===== config.mk =====
export PLATFORM = sky130hd
export DESIGN_NAME = pc_fetch_unit
export DESIGN_NICKNAME = d
export VERILOG_FILES = /design/src/rtl/pc_fetch_unit.sv
export SDC_FILE = /design/constraint.sdc
export NUM_CORES = 1
export LEC_CHECK = 0
export ABC_AREA = 1
export CAP_MARGIN = 20
export CELL_PAD_IN_SITES_DETAIL_PLACEMENT = 0
export CELL_PAD_IN_SITES_GLOBAL_PLACEMENT = 1
export CORE_MARGIN = 10
export CORE_UTILIZATION = 35
export DETAILED_ROUTE_END_ITERATION = 8
export GPL_TIMING_DRIVEN = 0
export PLACE_DENSITY = 0.83
export REMOVE_ABC_BUFFERS = 1
export SYNTH_ARGS = -nofsm -noshare
export SYNTH_HDL_FRONTEND = slang
export SYNTH_SLANG_ARGS = --single-unit

===== constraint.sdc =====
create_clock -name i_clk -period 2.5 [get_ports i_clk]
set_input_delay 0.25 -clock i_clk [delete_from_list [all_inputs] [get_ports i_clk]]
set_output_delay 0.25 -clock i_clk [all_outputs]
set_load 0.01 [all_outputs]

===== src/rtl/pc_fetch_unit.sv =====
// PC generator and instruction-fetch requester at the head of IF.
// Optional build macro: MISALIGN_TRAP_EN (misaligned redirect targets trap to TRAP_VEC).
`timescale 1ns/1ps
module pc_fetch_unit #(
    parameter int                ADDR_W   = 32,
    parameter logic [ADDR_W-1:0] RESET_PC = '0,
    parameter logic [ADDR_W-1:0] TRAP_VEC = ADDR_W'(32'h0000_0100)
) (
    input  logic              i_clk,
    input  logic              i_rst_n,
    input  logic              i_stall,
    input  logic              i_redirect,
    input  logic [ADDR_W-1:0] i_redirect_pc,
    input  logic              i_ack,
    output logic [ADDR_W-1:0] o_pc,
    output logic [ADDR_W-1:0] o_pc_four,
    output logic              o_req,
    output logic              o_drop,
    output logic              o_flush,
    output logic              o_misalign
);

    typedef enum logic [1:0] {BOOT, FETCH, DRAIN} state_t;

    state_t            state_q, state_d;
    logic [ADDR_W-1:0] pc_q, pc_d, pend_q, pend_d, pc_four, target;
    logic              hold_q, hold_d, req, flush, drop, mis_target;
    logic              unused_bits;

    assign unused_bits = &{1'b0, i_redirect_pc[1:0]};

`ifdef MISALIGN_TRAP_EN
    assign mis_target = i_redirect_pc[1];
    assign target     = mis_target ? TRAP_VEC : {i_redirect_pc[ADDR_W-1:2], 2'b00};
`else
    assign mis_target = 1'b0;
    assign target     = {i_redirect_pc[ADDR_W-1:2], 2'b00};
`endif

    assign pc_four = pc_q + ADDR_W'(4);

    always_comb begin
        state_d = state_q;
        pc_d    = pc_q;
        pend_d  = pend_q;
        hold_d  = hold_q;
        req     = 1'b0;
        flush   = 1'b0;
        drop    = 1'b0;
        case (state_q)
            BOOT: begin
                state_d = FETCH;
                if (i_redirect) begin
                    flush = 1'b1;
                    pc_d  = target;
                end
            end
            FETCH: begin
                // An outstanding request is never retracted by a stall.
                req = hold_q | ~i_stall;
                if (i_redirect) begin
                    flush = 1'b1;
                    if (req && i_ack) begin
                        drop   = 1'b1;
                        pc_d   = target;
                        hold_d = 1'b0;
                    end else if (req) begin
                        pend_d  = target;
                        hold_d  = 1'b1;
                        state_d = DRAIN;
                    end else begin
                        pc_d = target;
                    end
                end else if (req && i_ack) begin
                    pc_d   = pc_four;
                    hold_d = 1'b0;
                end else if (req) begin
                    hold_d = 1'b1;
                end
            end
            DRAIN: begin
                req = 1'b1;
                if (i_redirect) begin
                    flush  = 1'b1;
                    pend_d = target;
                end
                if (i_ack) begin
                    drop    = 1'b1;
                    pc_d    = i_redirect ? target : pend_q;
                    hold_d  = 1'b0;
                    state_d = FETCH;
                end
            end
            default: state_d = BOOT;
        endcase
    end

    always_ff @(posedge i_clk or negedge i_rst_n) begin
        if (!i_rst_n) begin
            state_q <= BOOT;
            pc_q    <= RESET_PC;
            pend_q  <= '0;
            hold_q  <= 1'b0;
        end else begin
            state_q <= state_d;
            pc_q    <= pc_d;
            pend_q  <= pend_d;
            hold_q  <= hold_d;
        end
    end

    // Pulses are masked during reset so a live redirect cannot leak through BOOT.
    assign o_pc       = pc_q;
    assign o_pc_four  = pc_four;
    assign o_req      = req;
    assign o_flush    = flush & i_rst_n;
    assign o_drop     = drop & i_rst_n;
    assign o_misalign = flush & mis_target & i_rst_n;

endmodule


* After elaboration in Yosys (flattened, before gate mapping) *
Index checks and enable logic that the tools add are counted.

operators by class
  add/sub/neg operators = 1
  equality and inequality tests = 10
  muxes and demuxes = 28
  bitwise gates (word level) = 4
  reductions and logical operators = 9

operator list
  cell                                                 count
  two-way mux 32 bit                                   10
  case mux 32 bit (3 select lines)                     1
  case mux 32 bit (2 select lines)                     1
  adder 32 x 3 -> 32 bit, second input constant        1
  != test 2 bit, second input constant                 5
  != test 3 bit, second input constant                 3
  two-way mux 1 bit                                    8
  two-way mux 2 bit                                    4
  AND reduction 4 bit                                  2
  case mux 1 bit (2 select lines)                      3
  case mux 2 bit (3 select lines)                      1
  AND reduction 5 bit                                  1
  AND reduction 3 bit                                  1
  nonzero test 3 bit                                   1
  OR reduction 3 bit                                   1
  bitwise AND 1 bit                                    2
  equality test 2 x 1 -> 1 bit, second input constant  1
  equality test 2 bit, second input constant           1
  zero test 2 bit                                      1
  nonzero test 2 bit                                   1
  logical AND 1 bit                                    1
  inverter 1 bit                                       1
  OR 1 bit                                             1

word-level totals
  flip-flop bits (word level) = 67
  input bits = 37
  output and inout bits = 68
  logic and storage cells = 56

* Logic depth before layout (Yosys ltp) *
  word-level depth = 7
  gate-level depth with buffers = 14
  mapped depth without buffers = 14

* Least setup slack after synthesis *
No wires, ideal clock.

  kind = reg-to-output
  start = reg state_q[0]
  end = out o_drop
  arrival time = 1.818 ns
  data required time = 2.250 ns
  slack = 0.432 ns
  cell stages (with the launch flop) = 9
  buffers on the path = 3
  cells stage by stage = dfrtp_1 inv_1 ha_1 buf_2 inv_1 buf_2 buf_1 a21oi_1 o2111a_1

on the way
  word-level cells in the longest chain between the ends = 3
  elaborated cells between the ends (all ways) = 4
  classes of those cells = eq/ne: 2; mux: 1; bitwise: 1

RTL lines
  what                                                                 line  RTL
  start: declaration                                                   25    state_t state_q, state_d;
  start signal: assignment                                             105   state_q <= state_d;
  equality test 2 bit or equality test 2 x 1 -> 1 bit (tied branches)  50    case (state_q)
  case mux 1 bit (2 select lines) *                                    50
  bitwise AND 1 bit *                                                  117   assign o_drop = drop & i_rst_n;
  end: declaration                                                     18    output logic o_drop,

Mark *: on every way between the ends. The rest lies on a longest branch, timed or not.

* Worst setup path after layout *
  start = reg pc_q[2], in the netlist o_pc[2]
  end = out o_pc_four[28]

on the way
  word-level cells in the longest chain between the ends = 1

RTL lines
  what                      line  RTL
  start: declaration        26    logic [ADDR_W-1:0] pc_q, pc_d, pend_q, pend_d, pc_four, target;
  start signal: assignment  106   pc_q <= pc_d;
  adder 32 x 3 -> 32 bit    40    assign pc_four = pc_q + ADDR_W'(4);
  end: declaration          16    output logic [ADDR_W-1:0] o_pc_four,

No other way between the ends.

==> summary by stage <==
Power and ir drop
The power density over the cells is 1470 nW/um^2. The total power is 8.80 mW. Summed over all cells, the static leakage comes to roughly 2.8 nW. The worst supply voltage drop on vdd is approximately 560 uV.

Floorplanning
In this run the core area contains 39 standard-cell rows. The number of I/O pins is about 110. The area enclosed by the die boundary is roughly 17000 um^2.

Measured along the x axis, the die boundary spans roughly 130 um. The area of the core region is approximately 12000 um^2. The height of the die is around 130 um. The initial cell density of the core is 0.362.

Critical path
The required arrival time at the worst endpoint is about 2.3 ns. Traced cell by cell, the critical path runs through ha_2 > nand2_1 > nor2_2 > buf_4 > nand2_2 > nor2_4 > nand3_1 > and2_4 > dlygate4sd2_1. The nature of the critical path endpoint is an output pin. The largest fanout of any net on the critical path is 3. The startpoint identified for the worst register-to-register timing path is state_q[0].

Tracing the worst setup path back leads to its startpoint at o_pc[2]. Among all stages on the critical path, the largest delay is contributed by dfrtp_1. The worst stage delay on the critical path is 0.39 ns. STA classifies the critical path startpoint as a flop. The endpoint arrival time on the critical path is between 2 and 2.5 ns. The critical path is of the flop to output pin type.

Synthesis
The fraction of the yosys area taken by sequential cells is 0.398. The count of warnings emitted by yosys is 0. The cell count after synthesis came out at ~590. The count of state elements after synthesis is 67.

In this run, synthesis inferred 0 flip-flops with an integrated enable. In this run, distinct cell masters in the synthesized netlist total 36. The cell area that synthesis handed to floorplanning was approximately 4200 um^2. The synthesized area per cell is around 7.2 um^2. After synthesis, the share of flip-flops with an asynchronous set or reset is 1.00. In the synthesized netlist the dominant register cell turns out to be dfrtp_1.

CTS
In this run the number of H-tree levels came out at 3. The sink count of the clock tree is 67. At the later pin of the worst-skew pair, clock insertion delay measures approximately 0.33 ns. Clock-pin slew was measured on the worst setup and hold paths at ~0.06 ns. The maximum clock insertion buffer count is 2. The clock tree from TritonCTS is done. CTS placed an instance of clkbuf_16 at the clock tree root. In this run, CTS created clock tree buffers numbering 9.

Layout
The final layout net count is approximately 740. Leaving out fill and tap cells, the most frequent cells in the layout are nand2_1, clkdlybuf4s50_1, nor2_1. Once layout is done, the placed cells without fillers occupy roughly 6000 um^2. In the final layout, the share of cells above drive strength 1 is 0.142. Once layout is complete, the cells apart from fillers number around 850.

The layout-stage area growth over the synthesis result is 42.2%. The most common library cell in the layout ignoring fill and taps is nand2_1. The filler cell count is ~1100.

The antenna cell count is 0.

Global route
Entering global routing, the biggest net connects a little under 70 pins. The layer flagged by global routing as most heavily used is met2. The initial antenna violation count is 1. For this run, global-route usage on met2 was measured as 0.296. The first global-routing pass estimated about 23 mm of wire.

In the global route stage, overall resource usage came out at 0.175. The number of global-route vias before repair is around 4500. Global routing finished with a remaining overflow of 0. In the global route stage, met3 resource usage came out at 0.0432. For this run, global-route usage on met1 was measured as 0.214.

Placement
OpenSTA, run right after detailed placement, puts the worst setup slack at -1.22 ns. Once detailed placement completed, the half-perimeter wirelength came to 9.96 mm. Input and output buffers added on the ports amount to 101. The placed instance count is 810. Routability-driven placement finished with a final weighted congestion of around 0.8. The post-placement cell area is ~5300 um^2.

Timing
Timing would allow up to 0.417 GHz. The worst slew margin relative to its limit is 0.582. The worst clock skew is roughly 0.0098 ns. For the pin with the worst max-slew slack, the measured transition is 0.627 ns.

The hold slack is about 0.26 ns. The worst path in the final design needs a cycle of ~2.4 ns, including I/O delays and setup. The number of setup violations in the final report is 0. The hold violation total from the final report is 0. The worst path setup slack after routing is between 0.1 and 0.15 ns. Dividing the final minimum period by the clock period gives 0.958. The number of max-slew violations in the final report was 0.

Status
The run finished with clean final reports.

Routing
Once detail routing completed, the nets flagged for antenna violations numbered 0. For this block, the via count after detailed routing is approximately 4300. The via density per instance is 5.06. After detailed routing, the number of remaining DRC violations is 0. The aggregate routed wire length is between 10 and 15 mm. The average detailed-routed wire length per instance is roughly 17 um. In this run, the number of DRC markers left after iteration 0 of detailed routing was 331. The number of search-and-repair iterations in the first detailed-routing pass is 5.

Job
The tool flagged a number of max-cap violations equal to 0.

Worst hold path
The type of the tightest min-delay check is input port to async pin.
## metrics by stage
stage / setup TNS, ns / util
after floorplan: -16.40 / -
after global placement: -176.38 / 0.454
after detailed placement: -53.34 / 0.458
after CTS: 0 / 0.503
after global routing: -0.0241 / 0.515
final: 0 / 0.515
## kinds of logic (layout without fill, tap and decap cells)
logic type,after synthesis,after routing,share of synthesized area
and+or+nand+nor,295,297,0.279
buffers and inverters,94,209,0.0925
AOI/OAI and AO/OA,93,93,0.138
DFF,67,67,0.398
xor gates and xnor gates,21,21,0.0437
muxes,12,12,0.0321
adders and majority gates,5,5,0.0149
other,1,1,0.000891
## layout make-up
type | instances | area, um^2 | area share
Clock buffer | 10 | 239 | 0.0399
Clock inverter | 6 | 65.1 | 0.0109
Inverter | 69 | 265 | 0.0443
Multi-Input combinational cell | 429 | 2330 | 0.389
Sequential cell | 67 | 1690 | 0.282
Tap cell | 143 | 179 | 0.0299
Timing Repair Buffer | 123 | 1210 | 0.203
Timing Repair inverter | 1 | 7.51 | 0.00125
## report_power, final
| part | leakage (nW) | total [mW] | switching (mW) | internal (mW) |
|---|---|---|---|---|
| Sequential | 0.806 | 2.11 | 0.464 | 1.65 |
| Combinational | 1.82 | 5.38 | 3.08 | 2.31 |
| Clock | 0.148 | 1.30 | 0.499 | 0.799 |
| Total | 2.78 | 8.80 | 4.04 | 4.76 |
## registers in the layout, summed over array words and instances, names as in the netlist
name and count:
pend_q 32, state_q 2, hold_q 1, o_pc 32
## layer usage
layer | part of all wire | routed length [um]
met2 | 0.48 | 7080
met3 | 0.071 | 1030
met4 | 0.014 | 204
met5 | 0.00089 | 13
met1 | 0.43 | 6290
## synthesized netlist by cell type, types with 2 or more instances
| master | count | area, um^2 |
|---|---|---|
| xnor2_1 | 7 | 61.3 |
| o211ai_1 | 3 | 22.5 |
| mux2_2 | 12 | 135 |
| and2_1 | 3 | 18.8 |
| o31ai_1 | 4 | 30.0 |
| nand3_1 | 11 | 55.1 |
| inv_1 | 65 | 244 |
| o21ai_0 | 49 | 245 |
| a22oi_1 | 7 | 52.6 |
| nand2_1 | 188 | 706 |
| a21o_1 | 2 | 15.0 |
| nor3_1 | 3 | 15.0 |
| nor2_1 | 83 | 312 |
| a221oi_1 | 12 | 105 |
| ha_1 | 5 | 62.6 |
| xor2_1 | 14 | 123 |
| a21oi_1 | 8 | 40.0 |
| a2bb2oi_1 | 3 | 26.3 |
| dfrtp_1 | 67 | 1680 |
| clkbuf_1 | 9 | 33.8 |
| nand4_1 | 2 | 12.5 |
| buf_2 | 8 | 40.0 |
| inv_2 | 4 | 15.0 |
| buf_4 | 7 | 52.6 |
## worst max-delay path, delay by kind of cell (launching register included)
family | cells | cell delay, ns
DFF | 1 | 0.39
adders and majority gates | 1 | 0.21
buffers and inverters | 2 | 0.40
and+or+nand+nor | 6 | 0.82
## what timing repair did
item                                    CTS  global route
endpoints found under the setup margin   83            31
cloned                                    3             0
pin swaps                                 5             2
hold endpoints to repair                 67             0
setup buffers                            10             8
gates resized for setup                  44            29
hold buffers                              1             0
## path summary, 6_finish.rpt
kind                                 end  slack, ns  cells past startpoint
setup / recovery           o_pc_four[28]       0.10                      9
max in group asynchronous       o_pc[19]       1.68                      3
hold / removal                pend_q[14]       0.26                      2
min in group i_clk             pend_q[1]       0.49                      2
setup reg to reg                o_pc[26]       0.21                      9
hold reg to reg                pend_q[1]       0.49                      2
(Power assumes the default switching activity.)
